**src/rtl/trap_ret_if.sv**
```systemverilog
// Bus between the trap-return sequencer and the core: mret/trap-entry inputs,
// the shared CSR access port and the arbitrated next-PC path.
// master = trap_ret side, slave = core/top-level side.
interface trap_ret_if #(
  parameter int XLEN   = 32,
  parameter int CSR_AW = 12
);
  logic              mret_i;
  logic              trap_in_i;
  logic [XLEN-1:0]   pc_n_i;
  logic [XLEN-1:0]   csr_rdata_i;
  logic [XLEN-1:0]   csr_wdata_o;
  logic              csr_we_o;
  logic [CSR_AW-1:0] csr_addr_o;
  logic [XLEN-1:0]   pc_n_o;
  logic              ret_jump_o;
  logic              ret_busy_o;
  logic              ret_done_o;

  modport master (
    input  mret_i, trap_in_i, pc_n_i, csr_rdata_i,
    output csr_wdata_o, csr_we_o, csr_addr_o, pc_n_o,
           ret_jump_o, ret_busy_o, ret_done_o
  );

  modport slave (
    output mret_i, trap_in_i, pc_n_i, csr_rdata_i,
    input  csr_wdata_o, csr_we_o, csr_addr_o, pc_n_o,
           ret_jump_o, ret_busy_o, ret_done_o
  );
endinterface

```
**src/rtl/trap_ret.sv**
```systemverilog
// Trap-return sequencer: on mret restores mstatus.MIE from MPIE, reads mepc, redirects PC.
// Latency: jump strobe 3 cycles after mret is seen in IDLE (longer while trap entry is active).
// Backpressure: waits in WAIT while trap entry owns the CSR port; stalls core via ret_busy_o.
module trap_ret #(
  parameter int              XLEN          = 32,
  parameter int              CSR_AW        = 12,
  parameter logic [11:0]     CSR_MSTATUS   = 12'h300,
  parameter logic [11:0]     CSR_MEPC      = 12'h341,
  parameter logic [XLEN-1:0] PC_ALIGN_MASK = 32'hFFFF_FFFC
) (
  input  logic        clk,
  input  logic        rst,
  trap_ret_if.master  bus
);

  typedef enum logic [2:0] {
    IDLE = 3'd0,
    WAIT = 3'd1,
    RMST = 3'd2,
    RMEP = 3'd3,
    JMPC = 3'd4
  } state_t;

  state_t          r_state;
  state_t          w_state_nxt;
  logic [XLEN-1:0] r_mepc_q;
  logic [XLEN-1:0] w_mst_restored;

  // MIE <- MPIE, MPIE <- 1, every other mstatus bit kept as read.
  assign w_mst_restored = {bus.csr_rdata_i[XLEN-1:8], 1'b1, bus.csr_rdata_i[6:4],
                           bus.csr_rdata_i[7], bus.csr_rdata_i[2:0]};

  // State register and mepc capture; reset aborts any sequence in flight.
  always_ff @(posedge clk) begin
    if (rst) begin
      r_state  <= IDLE;
      r_mepc_q <= '0;
    end else begin
      r_state <= w_state_nxt;
      if (r_state == RMEP) begin
        r_mepc_q <= bus.csr_rdata_i & PC_ALIGN_MASK;
      end
    end
  end

  // Next-state and output decode; the CSR port is driven only while busy.
  always_comb begin
    w_state_nxt     = IDLE;
    bus.csr_we_o    = 1'b0;
    bus.csr_addr_o  = '0;
    bus.csr_wdata_o = '0;
    bus.ret_jump_o  = 1'b0;
    bus.ret_done_o  = 1'b0;
    bus.ret_busy_o  = 1'b0;
    bus.pc_n_o      = bus.pc_n_i;
    case (r_state)
      IDLE: begin
        // Stall fetch combinationally in the detect cycle.
        bus.ret_busy_o = bus.mret_i;
        if (bus.mret_i && bus.trap_in_i) begin
          w_state_nxt = WAIT;       // trap entry wins the CSR port
        end else if (bus.mret_i) begin
          w_state_nxt = RMST;
        end else begin
          w_state_nxt = IDLE;
        end
      end
      WAIT: begin
        bus.ret_busy_o = 1'b1;
        w_state_nxt    = bus.trap_in_i ? WAIT : RMST;
      end
      RMST: begin
        bus.ret_busy_o  = 1'b1;
        bus.csr_addr_o  = CSR_AW'(CSR_MSTATUS);
        bus.csr_we_o    = 1'b1;
        bus.csr_wdata_o = w_mst_restored;
        w_state_nxt     = RMEP;
      end
      RMEP: begin
        bus.ret_busy_o = 1'b1;
        bus.csr_addr_o = CSR_AW'(CSR_MEPC);
        w_state_nxt    = JMPC;
      end
      JMPC: begin
        // mret may still be high here; returning to IDLE without re-sampling it
        // is safe because the decoder drops it once the PC redirects.
        bus.ret_busy_o = 1'b1;
        bus.ret_jump_o = 1'b1;
        bus.ret_done_o = 1'b1;
        bus.pc_n_o     = r_mepc_q;
        w_state_nxt    = IDLE;
      end
      default: begin
        w_state_nxt = IDLE;
      end
    endcase
  end

endmodule

```
**src/flat_wrapper.sv**
```systemverilog
// flat-port wrapper written by rule: the top's interface ports become plain ports
module trap_ret_flat 
#(
  parameter int              XLEN          = 32,
  parameter int              CSR_AW        = 12,
  parameter logic [11:0]     CSR_MSTATUS   = 12'h300,
  parameter logic [11:0]     CSR_MEPC      = 12'h341,
  parameter logic [XLEN-1:0] PC_ALIGN_MASK = 32'hFFFF_FFFC
)
  (clk, rst, bus_mret_i, bus_trap_in_i, bus_pc_n_i, bus_csr_rdata_i, bus_csr_wdata_o, bus_csr_we_o, bus_csr_addr_o, bus_pc_n_o, bus_ret_jump_o, bus_ret_busy_o, bus_ret_done_o);
  trap_ret_if #(.XLEN(XLEN), .CSR_AW(CSR_AW)) bus_i ();
  input  logic clk;
  input  logic rst;
  input wire logic [$bits(bus_i.mret_i)-1:0] bus_mret_i;
  input wire logic [$bits(bus_i.trap_in_i)-1:0] bus_trap_in_i;
  input wire logic [$bits(bus_i.pc_n_i)-1:0] bus_pc_n_i;
  input wire logic [$bits(bus_i.csr_rdata_i)-1:0] bus_csr_rdata_i;
  output wire logic [$bits(bus_i.csr_wdata_o)-1:0] bus_csr_wdata_o;
  output wire logic [$bits(bus_i.csr_we_o)-1:0] bus_csr_we_o;
  output wire logic [$bits(bus_i.csr_addr_o)-1:0] bus_csr_addr_o;
  output wire logic [$bits(bus_i.pc_n_o)-1:0] bus_pc_n_o;
  output wire logic [$bits(bus_i.ret_jump_o)-1:0] bus_ret_jump_o;
  output wire logic [$bits(bus_i.ret_busy_o)-1:0] bus_ret_busy_o;
  output wire logic [$bits(bus_i.ret_done_o)-1:0] bus_ret_done_o;
  assign bus_i.mret_i = bus_mret_i;
  assign bus_i.trap_in_i = bus_trap_in_i;
  assign bus_i.pc_n_i = bus_pc_n_i;
  assign bus_i.csr_rdata_i = bus_csr_rdata_i;
  assign bus_csr_wdata_o = bus_i.csr_wdata_o;
  assign bus_csr_we_o = bus_i.csr_we_o;
  assign bus_csr_addr_o = bus_i.csr_addr_o;
  assign bus_pc_n_o = bus_i.pc_n_o;
  assign bus_ret_jump_o = bus_i.ret_jump_o;
  assign bus_ret_busy_o = bus_i.ret_busy_o;
  assign bus_ret_done_o = bus_i.ret_done_o;
  trap_ret #(.XLEN(XLEN), .CSR_AW(CSR_AW), .CSR_MSTATUS(CSR_MSTATUS), .CSR_MEPC(CSR_MEPC), .PC_ALIGN_MASK(PC_ALIGN_MASK)) u_core (.clk(clk), .rst(rst), .bus(bus_i));
endmodule
```
**config.mk**
```make
export PLATFORM = sky130hd
export DESIGN_NAME = trap_ret_flat
export DESIGN_NICKNAME = d
export VERILOG_FILES = /design/src/rtl/trap_ret_if.sv /design/src/rtl/trap_ret.sv /design/src/flat_wrapper.sv
export SDC_FILE = /design/constraint.sdc
export NUM_CORES = 1
export LEC_CHECK = 0
export ABC_AREA = 1
export CAP_MARGIN = 20
export CORE_AREA = 8 8 91 93
export DETAILED_ROUTE_END_ITERATION = 12
export DIE_AREA = 0 0 99 101
export HOLD_SLACK_MARGIN = 0.02
export PLACE_DENSITY = 0.76
export SETUP_SLACK_MARGIN = 0.4
export SYNTH_ARGS = -nofsm -noshare
export SYNTH_HDL_FRONTEND = slang
export SYNTH_SLANG_ARGS = --single-unit
```
**constraint.sdc**
```tcl
create_clock -name clk -period 1.3 [get_ports clk]
set_clock_uncertainty 0.2 [all_clocks]
set_input_delay 0.13 -clock clk [delete_from_list [all_inputs] [get_ports clk]]
set_output_delay 0.13 -clock clk [all_outputs]
set_load 0.02 [all_outputs]
```
==> impl_results.md, run 1 <==
* Status: complete, but fails checks
* Failing checks: setup timing
* Peak Freq at 0.604 GHz
* Clock Path Buffers at 2
* Hpwl dp at 6120 um
* CP arrival at 1.33 ns
* Sequential power share at 0.329
* Die area at 10000 sq um
* Layout overhead on the synthesized area at 141%
* CP dominant cell by count: buf_6
* Cell Area, Synth at 2130 sq um
* Met2 Usage GRT at 0.319
* Simple-gate share of the synthesized area at 0.389
* Num CTS Buffers at 5
* Ys async rst share at 0
* Port Buffer Count at 139
* Die height at 101 um
* Initial Utilization at 0.307
* Synth Area in XOR/XNOR at 0
* First-pass GRT wire length at 14200 um
* Die W at 99 um
* Crit path cell chain: inv_4 > nand3_4 > inv_8 > buf_6 > nand2_1 > nand2_2 > buf_6
* Tcrit/Tclk final at 1.27
* Net Sw Power at 1090 uW
* Synthesized flop and latch total at 33
* Most frequent cells in the layout: buf_6 (79), clkdlybuf4s50_1 (66), nand2_2 (55)
* # setup viols final at 105
* Main combinational cell family by area after synthesis: simple AND/OR/NAND/NOR gates
* Filler cells at 509
* Leakage power at 0.00250 uW
* Clk pin slew, worst setup/hold paths at 0.07 ns
* Top FF cell, synth: dfxtp_1
* Sequential area share after synthesis at 0.310
* Detailed Route Iter0 Violations at 66
* Ys Warns at 0
* Synthesized area per cell at 6.43 sq um
* Design area at 5150 sq um
* Sw frac at 0.338
* Multi-input gate area at 1790 sq um
* Power Internal at 2130 uW
* WP buf/inv at 4
* MaxCap Viol Count at 0
* Grt met1 use at 0.194
* Complex-gate fraction of the synthesized area at 0.128
* Routability-driven placement congestion ratio at 0.715
* Fin crit period at 1.66 ns
* GRT Util Overall at 0.176
* Clock network fraction of design power at 0.234
* Vias at 2721
* Crit path largest cell delay at 0.36 ns
* GR peak layer: met2
* Detailed-router iteration count before antenna repair at 4
* Nets at 597
* Post-synthesis cell type count at 20
* Drt drc at 0
* Min Hold Slack at 0.0706 ns
* Clock Latency Late Sink at 0.28 ns
* Gate count of the mapped netlist at 332
* WL/cell at 14.9 um
* Power Total at 3220 uW
* Area post-placement at 4290 sq um
* Grt met3 use at 0.0470
* Setup ws final at -0.356 ns
* Mux contribution to synthesized area at 0
* Grt total ovfl at 0
* Number of flops mapped to enable cells by yosys at 0
* Rows at 31
* Total wire length after detailed routing at 9140 um
* Post-Synth Adder-Cell Area at 0
* Pwr/cell area at 625 nW/um^2
* Crit path launch type: flip-flop
* ANT nets after route at 0
* Req. time, crit path at 0.97 ns
* Commonest non-fill, non-tap cell in the layout: buf_6
* RSZ-0062 raised after global routing: yes
* CP max-delay cell: dfxtp_4
* Crit path capture type: output port
* CP Class: reg -> out
* HP Class: in -> reg
* Ratio of cells with drive above 1 in the final layout at 0.634
* Vias per cell at 4.45
* Clock root buffer: clkbuf_8
* VDD IR max at 0.452 mV
* Setup TNS Final at -28.84 ns
* Slew Limit Fails at 0
* H-tree levels at 2
* Max FO, Critical Path at 6
* Core Util, Final at 0.742
* Ant diodes at 0
* Core outline area at 6940 sq um
* Register Area at 669 sq um
* Largest net degree at the start of global routing at 34
* Combinational power share at 0.437
* CP top delay family: buffers and inverters
* Top-Level Pins at 148
* Initial antenna violation count at 0
* Final Hold Vio Count at 0
* CTS tree: yes
* Clk sinks at 33
* Vias in the first global route at 2900
-- power groups by stage --
stage,clock (uW),sequential (uW),combinational [uW]
final,752,1060,1410
after global routing,811,1060,1490
after CTS,770,1060,1320
after detailed placement,0,1080,1190
after global placement,0,1080,1180
after floorplan,0,1080,599
-- final timing paths --
kind,slack [ns],startpoint,to,cells past startpoint
worst min register to register,0.28,u_core.r_mepc_q[11],u_core.r_mepc_q[11],2
worst min-delay path,0.07,rst,u_core.r_mepc_q[21],3
worst max register to register,-0.29,u_core.r_state[2],u_core.r_mepc_q[13],9
worst max-delay path,-0.36,u_core.r_state[1],bus_pc_n_o[22],7
-- worst register-to-register path: cells and delay by family, from the launching register on --
kind,cells,cell delay (ns)
flops,1,0.37
compound gates,1,0.05
simple gates,2,0.18
buf+inv,6,0.70
-- final cells by class --
cell class	instances	area share
Clock inverter	2	0.00194
Tap cell	82	0.0199
Clock buffer	6	0.0141
Sequential cell	33	0.130
Timing Repair Buffer	214	0.450
Multi-Input combinational cell	235	0.348
Inverter	40	0.0355
-- per-stage QoR --
| stage | std cells | setup WS, ns |
|---|---|---|
| 5_1_grt | 612 | -0.422 |
| 3_5_place_dp | 585 | -0.514 |
| 3_3_place_gp | 585 | -0.494 |
| 6_report | 612 | -0.356 |
| 2_1_floorplan | 339 | 0.0525 |
| 4_1_cts | 609 | -0.363 |
-- registers in the layout (all words and copies together) (netlist names) --
register,cells
u_core.r_mepc_q,30
u_core.r_state,3
-- kinds of logic after synthesis --
logic type | Yosys count
AO/OA/AOI/OAI | 33
AND/OR/NAND/NOR | 194
flip-flops | 33
buffers and inverters | 71
other | 1
-- synthesized netlist by cell type (2+ instances only) --
cell type,count,area [sq um]
nand2_1,124,465
inv_1,36,135
nor2_1,35,131
dfxtp_1,33,661
a21oi_2,29,254
nand2_2,29,181
buf_2,14,70.1
buf_4,13,97.6
a21oi_1,3,15.0
inv_2,3,11.3
buf_8,2,30.0
nand3_1,2,10.0
nand3_2,2,20.0
-- metal layers --
metal	up-vias	wire length [um]
li1	1363	-
met1	1249	3550
met2	93	4870
met3	16	554
met4	0	162
met5	-	0
-- timing repair --
item / CTS / global route
buffers inserted: 11 / 2
hold buffers: 0 / 0
cloned: 5 / 1
gates resized for setup: 455 / 90
setup endpoints to repair: 105 / 105
pin swaps: 7 / 12
Note: power is estimated with default switching activity, not from simulation.
==> run 2, diff against run 1 <==
==> constraint.sdc (replaced) <==
create_clock -name clk -period 1.3 [get_ports clk]
set_clock_uncertainty 0.2 [all_clocks]
set_input_delay 0.13 -clock clk [delete_from_list [all_inputs] [get_ports clk]]
set_output_delay 0.13 -clock clk [all_outputs]
set_load 0.05 [all_outputs]
==> run 2 against run 1 <==
The flow still finishes with violations (setup timing). First-iteration DRC count shrank 30%. Register-to-register slack better by 0.08 ns. Sequential share of layout area decreased by 1.9 points. Via count up 3.4%. Maximum frequency fell by 5.1%. Utilization is 12 points higher.
==> impl_results.md, run 2 (same netlist as run 1, synthesis figures left out) <==
* Status: complete, but fails checks
* Failing checks: setup timing
* Hpwl dp at 7040 um (+15%)
* Detailed-router iteration count before antenna repair at 4 (unchanged)
* Layout overhead on the synthesized area at 182%
* Power Total at 3910 uW (+22%)
* Crit path launch type: flip-flop
* Total wire length after detailed routing at 10700 um (+17%)
* Peak Freq at 0.573 GHz (-5.1%)
* CP top delay family: buffers and inverters
* Num CTS Buffers at 5 (unchanged)
* Initial antenna violation count at 0 (unchanged)
* Leakage power at 0.00264 uW (+5.3%)
* Detailed Route Iter0 Violations at 46 (-30%)
* Clock Latency Late Sink at 0.28 ns (about the same)
* Port Buffer Count at 139 (unchanged)
* Initial Utilization at 0.307 (unchanged)
* CP dominant cell by count: buf_12
* Crit path capture type: output port
* Clock root buffer: clkbuf_8
* Ant diodes at 0 (unchanged)
* Slew Limit Fails at 0 (unchanged)
* RSZ-0062 raised after global routing: yes
* Drt drc at 0 (unchanged)
* Setup TNS Final at -33.61 ns (-4.77 ns)
* Vias per cell at 4.63 (+4.2%)
* MaxCap Viol Count at 0 (unchanged)
* Clk sinks at 33 (unchanged)
* Grt total ovfl at 0 (unchanged)
* Fin crit period at 1.75 ns (+0.0889 ns)
* CP arrival at 1.42 ns (+0.09 ns)
* First-pass GRT wire length at 16300 um (+15%)
* Top flop regs: u_core.r_mepc_q: 30 flops, u_core.r_state: 3 flops
* VDD IR max at 0.407 mV (-9.9%)
* Tcrit/Tclk final at 1.34 (+0.0684)
* Register Area at 669 sq um (unchanged)
* Largest net degree at the start of global routing at 34 (unchanged)
* Die area at 10000 sq um (unchanged)
* Most flop-heavy register: u_core.r_mepc_q
* Nets at 592 (-0.84%)
* Hold Buf Count CTS at 0 (unchanged)
* Clock Path Buffers at 2 (unchanged)
* Core outline area at 6940 sq um (unchanged)
* # setup viols final at 104 (-0.95%)
* Commonest non-fill, non-tap cell in the layout: nand2_4
* CTS tree: yes
* Most frequent cells in the layout: nand2_4 (87), buf_12 (82), clkdlybuf4s50_1 (66)
* Vias at 2813 (+3.4%)
* HP Class: in -> reg
* Crit path largest cell delay at 0.33 ns (-0.03 ns)
* Req. time, crit path at 0.97 ns (about the same)
* Pwr/cell area at 651 nW/um^2 (+4.2%)
* WP buf/inv at 4 (unchanged)
* Placed cell count at 580 (-0.85%)
* Die height at 101 um (unchanged)
* Die W at 99 um (unchanged)
* Crit path cell chain: inv_2 > nand3_4 > inv_6 > buf_12 > nand2_1 > nand2_4 > buf_12
* Ratio of cells with drive above 1 in the final layout at 0.623 (-0.0111)
* Reg-to-reg critical path startpoint: u_core.r_state[2]
* Final Hold Vio Count at 0 (unchanged)
* Non-Filler Instances at 607 (-0.82%)
* H-tree levels at 2 (unchanged)
* Routability-driven placement congestion ratio at 0.736 (+3.0%)
* Top-Level Pins at 148 (unchanged)
* Hold path startpoint: rst
* Max FO, Critical Path at 10 (+4)
* Vias in the first global route at 3120 (+7.6%)
* Clk pin slew, worst setup/hold paths at 0.07 ns (about the same)
* GRT Util Overall at 0.207 (+0.0312)
* Max FFs per register at 30 (unchanged)
* WL/cell at 17.7 um (+18%)
* Filler cells at 349 (-31%)
* Multi-input gate area at 2010 sq um (+12%)
* R2R Setup Slk at -0.21 ns (+0.08 ns)
* CP max-delay cell: dfxtp_2
* Setup ws final at -0.445 ns (-0.0889 ns)
* ANT nets after route at 0 (unchanged)
* CP Launch Point: u_core.r_state[0]
* Place WS at -0.177 ns (+0.337 ns)
* Rows at 31 (unchanged)
* CP Class: reg -> out
## run 2: cell types whose count changed in the layout (fill, tap and decap cells not counted), sizes merged
| cell | previous run | this run |
|---|---|---|
| buf | 147 | 141 |
| clkbuf | 7 | 10 |
| clkinv | 3 | 1 |
| clkinvlp | 0 | 1 |
| inv | 39 | 38 |
## run 2: tightest hold or removal path: stages
cell and delay (ns):
buf_2 0.10, buf_12 0.25, a21oi_2 0.04
## run 2: power by group
part / internal (uW) / switching, uW / total [uW]
clock: 380 / 359 / 739
combinational: 1000 / 1120 / 2120
sequential: 1040 / 18.5 / 1050
total: 2420 / 1500 / 3910
## run 2: final timing paths
check	end	cells past startpoint
hold reg to reg	u_core.r_mepc_q[11]	2
setup reg to reg	u_core.r_mepc_q[4]	9
hold / removal	u_core.r_mepc_q[18]	3
setup / recovery	bus_pc_n_o[3]	7
## run 2: through the flow
step / hold slack, ns / utilization / cell area, sq um
2_1_floorplan: 0.0607 / - / 2740
3_3_place_gp: 0.254 / 0.733 / 5090
3_5_place_dp: 0.266 / 0.733 / 5090
4_1_cts: 0.0868 / 0.848 / 5890
5_1_grt: 0.0920 / 0.866 / 6010
6_report: 0.0840 / 0.866 / 6010
## run 2: layout make-up
type / instances / share of cell area
sequential: 33 / 0.111
multi-input combinational: 235 / 0.335
clock buffer: 8 / 0.0133
inverter: 40 / 0.0281
timing repair buffer: 209 / 0.495
tap: 82 / 0.0171
## run 2: routing by layer
layer,wire length [um],vias up,share of wire,GRT usage
li1,-,1356,-,-
met1,3760,1340,0.35,0.204
met2,6090,101,0.57,0.404
met3,664,16,0.062,0.0704
met4,218,0,0.020,0.0449
met5,0,-,0,0
## run 2: what timing repair did
item / CTS / global route
setup endpoints to repair: 105 / 105
setup buffers: 10 / 2
gates resized for setup: 132 / 14
pin swaps: 5 / 5
cloned: 5 / 2
